[config.mk]
export PLATFORM = sky130hd
export DESIGN_NAME = pong_match_controller
export DESIGN_NICKNAME = d
export VERILOG_FILES = /design/src/rtl/pong_pkg.sv /design/src/rtl/rise_detect.sv /design/src/rtl/pong_match_controller.sv
export SDC_FILE = /design/constraint.sdc
export NUM_CORES = 1
export LEC_CHECK = 0
export CAP_MARGIN = 20
export CORE_ASPECT_RATIO = 1.5
export CORE_MARGIN = 2
export CORE_UTILIZATION = 53
export DETAILED_ROUTE_END_ITERATION = 6
export GPL_TIMING_DRIVEN = 1
export PLACE_DENSITY_LB_ADDON = 0.12
export SKIP_LAST_GASP = 1
export SYNTH_ARGS = -nofsm -noshare
export SYNTH_HDL_FRONTEND = slang
export SYNTH_SLANG_ARGS = --single-unit
export TNS_END_PERCENT = 5
[constraint.sdc]
create_clock -name clk -period 2.2 [get_ports clk]
set_input_delay 0.22 -clock clk [delete_from_list [all_inputs] [get_ports clk]]
set_output_delay 0.22 -clock clk [all_outputs]
set_load 0.1 [all_outputs]
[src/rtl/pong_pkg.sv]
// Shared Pong constants: match state encoding, object sizes and screen bounds,
// so the match controller, movement and graphics blocks agree on them.
package pong_pkg;

  typedef enum logic [2:0] {
    ST_IDLE  = 3'd0,
    ST_SERVE = 3'd1,
    ST_PLAY  = 3'd2,
    ST_POINT = 3'd3,
    ST_OVER  = 3'd4
  } state_e;

  localparam int BALL_SIZE     = 8;
  localparam int PADDLE_LENGTH = 64;
  localparam int SCREEN_X_MAX  = 639;
  localparam int SCREEN_Y_MAX  = 479;

  // The ball is held centred whenever the match is not actively being played or frozen.
  function automatic logic restart_for(input state_e st);
    return (st == ST_IDLE) || (st == ST_SERVE) || (st == ST_OVER);
  endfunction

endpackage

[src/rtl/rise_detect.sv]
// One-bit rising-edge detector: registers the previous input value and
// pulses for one clk when the input is high and was low on the previous clk.
module rise_detect (
  input  logic clk,
  input  logic reset,
  input  logic in_i,
  output logic rise_o
);

  logic prev_q;

  // History register, cleared by the synchronous reset.
  always_ff @(posedge clk) begin
    if (reset) begin
      prev_q <= 1'b0;
    end else begin
      prev_q <= in_i;
    end
  end

  assign rise_o = in_i & ~prev_q;

endmodule

[src/rtl/pong_match_controller.sv]
// Match sequencer for Pong: serve / play / point-freeze / game-over flow,
// score and rally bookkeeping, all paced by the VGA end-of-frame strobe.
module pong_match_controller
  import pong_pkg::*;
#(
  parameter int WIN_SCORE    = 7,
  parameter int SERVE_FRAMES = 60,
  parameter int POINT_FRAMES = 90,
  parameter int RALLY_W      = 8
) (
  input  logic               clk,
  input  logic               reset,
  input  logic               endofframe,
  input  logic               start_btn,
  input  logic               collided,
  input  logic               miss_one,
  input  logic               miss_two,
  output logic               restart,
  output logic               play_en,
  output logic [3:0]         score_one,
  output logic [3:0]         score_two,
  output logic [RALLY_W-1:0] rally,
  output logic               game_over,
  output logic               winner,
  output logic [2:0]         state_o
);

  localparam int MAX_FRAMES = (SERVE_FRAMES > POINT_FRAMES) ? SERVE_FRAMES : POINT_FRAMES;
  localparam int CNT_W      = (MAX_FRAMES > 1) ? $clog2(MAX_FRAMES) : 1;

  localparam logic [CNT_W-1:0]   SERVE_LAST = CNT_W'(SERVE_FRAMES - 1);
  localparam logic [CNT_W-1:0]   POINT_LAST = CNT_W'(POINT_FRAMES - 1);
  localparam logic [CNT_W-1:0]   CNT_ONE    = CNT_W'(1);
  localparam logic [3:0]         WIN_VAL    = 4'(WIN_SCORE);
  localparam logic [RALLY_W-1:0] RALLY_MAX  = {RALLY_W{1'b1}};
  localparam logic [RALLY_W-1:0] RALLY_ONE  = RALLY_W'(1);

  logic frame_tick_s;
  logic start_press_s;

  state_e             state_q,     state_d;
  logic [CNT_W-1:0]   frames_q,    frames_d;
  logic [3:0]         score_one_q, score_one_d;
  logic [3:0]         score_two_q, score_two_d;
  logic [RALLY_W-1:0] rally_q,     rally_d;
  logic               winner_q,    winner_d;
  logic               restart_q,   restart_d;
  logic               play_en_q,   play_en_d;
  logic               game_over_q, game_over_d;

  rise_detect u_frame_edge (
    .clk    (clk),
    .reset  (reset),
    .in_i   (endofframe),
    .rise_o (frame_tick_s)
  );

  rise_detect u_start_edge (
    .clk    (clk),
    .reset  (reset),
    .in_i   (start_btn),
    .rise_o (start_press_s)
  );

  // Match state, counters and registered outputs.
  always_ff @(posedge clk) begin
    if (reset) begin
      state_q     <= ST_IDLE;
      frames_q    <= '0;
      score_one_q <= 4'd0;
      score_two_q <= 4'd0;
      rally_q     <= '0;
      winner_q    <= 1'b0;
      restart_q   <= 1'b1;
      play_en_q   <= 1'b0;
      game_over_q <= 1'b0;
    end else begin
      state_q     <= state_d;
      frames_q    <= frames_d;
      score_one_q <= score_one_d;
      score_two_q <= score_two_d;
      rally_q     <= rally_d;
      winner_q    <= winner_d;
      restart_q   <= restart_d;
      play_en_q   <= play_en_d;
      game_over_q <= game_over_d;
    end
  end

  // Next-state logic; outputs are decoded from the next state so they line up with state_o.
  always_comb begin
    state_d     = state_q;
    frames_d    = frames_q;
    score_one_d = score_one_q;
    score_two_d = score_two_q;
    rally_d     = rally_q;
    winner_d    = winner_q;

    case (state_q)
      ST_IDLE: begin
        if (start_press_s) begin
          score_one_d = 4'd0;
          score_two_d = 4'd0;
          rally_d     = '0;
          frames_d    = '0;
          state_d     = ST_SERVE;
        end
      end
      ST_SERVE: begin
        if (frame_tick_s) begin
          if (frames_q == SERVE_LAST) begin
            frames_d = '0;
            state_d  = ST_PLAY;
          end else begin
            frames_d = frames_q + CNT_ONE;
          end
        end
      end
      ST_PLAY: begin
        // A miss outranks a same-frame paddle hit; a double miss scores nobody.
        if (frame_tick_s) begin
          if (miss_one && miss_two) begin
            state_d = ST_POINT;
          end else if (miss_one) begin
            score_two_d = score_two_q + 4'd1;
            state_d     = ST_POINT;
          end else if (miss_two) begin
            score_one_d = score_one_q + 4'd1;
            state_d     = ST_POINT;
          end else if (collided && (rally_q != RALLY_MAX)) begin
            rally_d = rally_q + RALLY_ONE;
          end
        end
      end
      ST_POINT: begin
        if (frame_tick_s) begin
          if (frames_q == POINT_LAST) begin
            frames_d = '0;
            if (score_one_q == WIN_VAL) begin
              winner_d = 1'b0;
              state_d  = ST_OVER;
            end else if (score_two_q == WIN_VAL) begin
              winner_d = 1'b1;
              state_d  = ST_OVER;
            end else begin
              rally_d = '0;
              state_d = ST_SERVE;
            end
          end else begin
            frames_d = frames_q + CNT_ONE;
          end
        end
      end
      ST_OVER: begin
        if (start_press_s) begin
          score_one_d = 4'd0;
          score_two_d = 4'd0;
          rally_d     = '0;
          winner_d    = 1'b0;
          frames_d    = '0;
          state_d     = ST_SERVE;
        end
      end
      default: begin
        state_d = ST_IDLE;
      end
    endcase

    restart_d   = restart_for(state_d);
    play_en_d   = (state_d == ST_PLAY);
    game_over_d = (state_d == ST_OVER);
  end

  assign restart   = restart_q;
  assign play_en   = play_en_q;
  assign score_one = score_one_q;
  assign score_two = score_two_q;
  assign rally     = rally_q;
  assign game_over = game_over_q;
  assign winner    = winner_q;
  assign state_o   = state_q;

endmodule

==> impl_metrics.yaml <==
drt:
  routed-via-count: 1779
  routed_via_density: 5.97
  wl_per_cell_um: 14.7
  drt-initial-drc-count: 30
  routed_wirelength_um: 4390
  drt_pre_antenna_iters: 4
  ant_nets: 0
  drc: 0
yosys:
  synthSimpleGateAreaFrac_pct: 30.2
  ys.flop_type: "dfxtp_1"
  syn-mean-instance-area_sq_um: 8.42
  ys_types: 53
  seq_area_frac_synth_pct: 35.4
  async_reset_ff_share_pct: 0
  syn_inst: 215
  synth_top_family_by_area: "simple AND/OR/NAND/NOR gates"
  synth_edf_count: 0
  synth-xor-area-share_pct: 2.90
  synth_compound_area_share_pct: 22.6
  synth_mux_area_share_pct: 1.66
  synth_warnings: 0
  syn_nets: 227
  synth-seq-cells: 32
  synth-adder-area-share_pct: 3.46
  synth_area_sq_um: 1810
die:
  dieArea_sq_um: 3910
  dieHeight_um: 75.6
  die_w_um: 51.7
  io_pins: 30
  num_rows: 26
  fp.coreArea_sq_um: 3350
  start_util_pct: 54.0
power:
  p_per_area_nw_per_um2: 586
  vdd_drop_max_v: 0.000501
  power_mw: 1.31
  p_leak_nw: 0.855
worst_setup_path:
  rr_worst_depth: 5
  critPathKind: "flip-flop to flip-flop"
  required_ns: 2.36
  cp.arrival_ns: 2.15
  critPathCaptureType: "flip-flop"
  path_max_fanout: 8
  start_kind: "flip-flop"
place:
  port_buffers: 29
  placed_area_sq_um: 2150
  place_congestion: 0.816
  dpl.cell_count: 290
  dp_hpwl_um: 3290
timing:
  skew_ns: 0.00884
  worst_slew_pin_slew_ns: 0.626
  rsz0062_at_grt: "no"
  setup_viol: 0
  min_period_ns: 1.99
  timing.final.crit_share_pct: 90.5
  finalSetupTns_ns: 0
  slew_headroom_pct: 58.0
  whs_ns: 0.505
  fmax_mhz: 502
  hold_viol_final: 0
  drv_slew: 0
grt:
  grt_antenna_before_repair: 0
  grtUsageTotal_pct: 24.8
  grt_overflow_total: 0
  grt_pass1_wl_um: 7320
  grt_max_degree: 18
  grt_pass1_vias: 1721
finish:
  area_delta_synth_final_pct: 23.5
  diodes: 0
  nNetsFinal: 267
  stdcell_area_sq_um: 2240
  final_common_cell: "buf_4"
  drive_above_1_share_pct: 22.7
  final_cell_mix: "buf_4, dfxtp_1, nand2_1, nor2_1, a21oi_1"
  instances_no_fill: 298
run:
  cap_violations: 0
clock_tree:
  cts_setup_buffers: 0
  cts_max_level: 2
  cts_resized: 0
  clkLatencyLatePin_ns: 0.28
  root_buffer: "clkbuf_8"
  numClockSinks: 32
  cts_buffers: 5
  cts.path.max_buffers: 2
  cts_tree: "yes"
  path_clk_slew_ns: 0.06
  hold_buffers: 0
min_path:
  hold_depth: 2
  hold_class: "flip-flop to flip-flop"
status:
  status: "complete, no violations"
per-layer routing:
metal | track usage (%) | up-vias | part of all wire (%)
met4 | 12.3 | 0 | 2.2
met2 | 45.2 | 37 | 54
met5 | 0 | - | 0
li1 | - | 890 | -
met1 | 27.4 | 844 | 41
met3 | 4.31 | 8 | 3.2
path summary, 6_finish.rpt:
check	start	endpoint	slack, ns
worst min register to register	score_one[1]	score_one[1]	0.51
worst max-delay path	frames_q[3]	rally[5]	0.21
worst min-delay path	score_one[1]	score_one[1]	0.51
worst max register to register	frames_q[3]	rally[5]	0.21
state kept, by name, summed over array words and instances (netlist names):
register / flops
frames_q: 7
winner: 1
restart: 1
rally: 8
play_en: 1
score_one: 4
u_start_edge.prev_q: 1
game_over: 1
state_o: 3
score_two: 4
u_frame_edge.prev_q: 1
area by class of cell:
type | instances | area (sq um)
Inverter | 7 | 26.3
Clock buffer | 8 | 90.1
Tap cell | 42 | 52.6
Timing Repair Buffer | 40 | 315
Multi-Input combinational cell | 169 | 1100
Fill cell | 301 | 1110
Sequential cell | 32 | 651
report_power, final:
part	leakage, nW	switching [mW]	internal (mW)	total (mW)
Sequential	0.263	0.0193	0.593	0.612
Clock	0.0455	0.206	0.255	0.461
Combinational	0.547	0.160	0.0785	0.239
kinds of logic (layout without fill, tap and decap cells):
kind of cell               Yosys count  after routing
buffers and inverters               14             55
and+or+nand+nor                     98             98
AOI/OAI and AO/OA                   57             57
adders and majority gates            5              5
DFF                                 32             32
xor gates and xnor gates             6              6
muxes                                3              3
through the flow:
step	utilization, %	worst slack (ns)
2_1_floorplan	-	-0.102
3_5_place_dp	64.0	0.231
3_3_place_gp	64.0	0.246
6_report	66.7	0.208
5_1_grt	66.7	0.0464
4_1_cts	66.7	0.218
worst max-delay path, stage by stage (launching register included):
cell	delay, ns
dfxtp_1	0.44
nand3b_4	0.13
or3_4	0.41
o31a_4	0.39
o41ai_1	0.38
a21oi_1	0.11
synthesized netlist by cell type (all sizes together) (3+ instances only):
cell | number | area [sq um]
ha | 5 | 62.6
buf | 3 | 23.8
a31oi | 4 | 25.0
nand2 | 20 | 75.1
a21oi | 15 | 75.1
nor2b | 7 | 43.8
inv | 7 | 26.3
nand2b | 3 | 18.8
o41ai | 8 | 70.1
or3 | 4 | 30.0
and3 | 3 | 20.0
nor2 | 17 | 63.8
mux2i | 3 | 30.0
nor3b | 3 | 22.5
xor2 | 3 | 26.3
clkbuf | 4 | 18.8
dfxtp | 32 | 641
o22ai | 3 | 18.8
nor3 | 10 | 50.1
o31ai | 3 | 36.3
nand4 | 3 | 18.8
xnor2 | 3 | 26.3
o21ai | 8 | 40.0
o211ai | 3 | 22.5
nand3b | 4 | 42.5
nand4b | 3 | 26.3
nand3 | 11 | 55.1
Power figures use the tool's default switching activity.
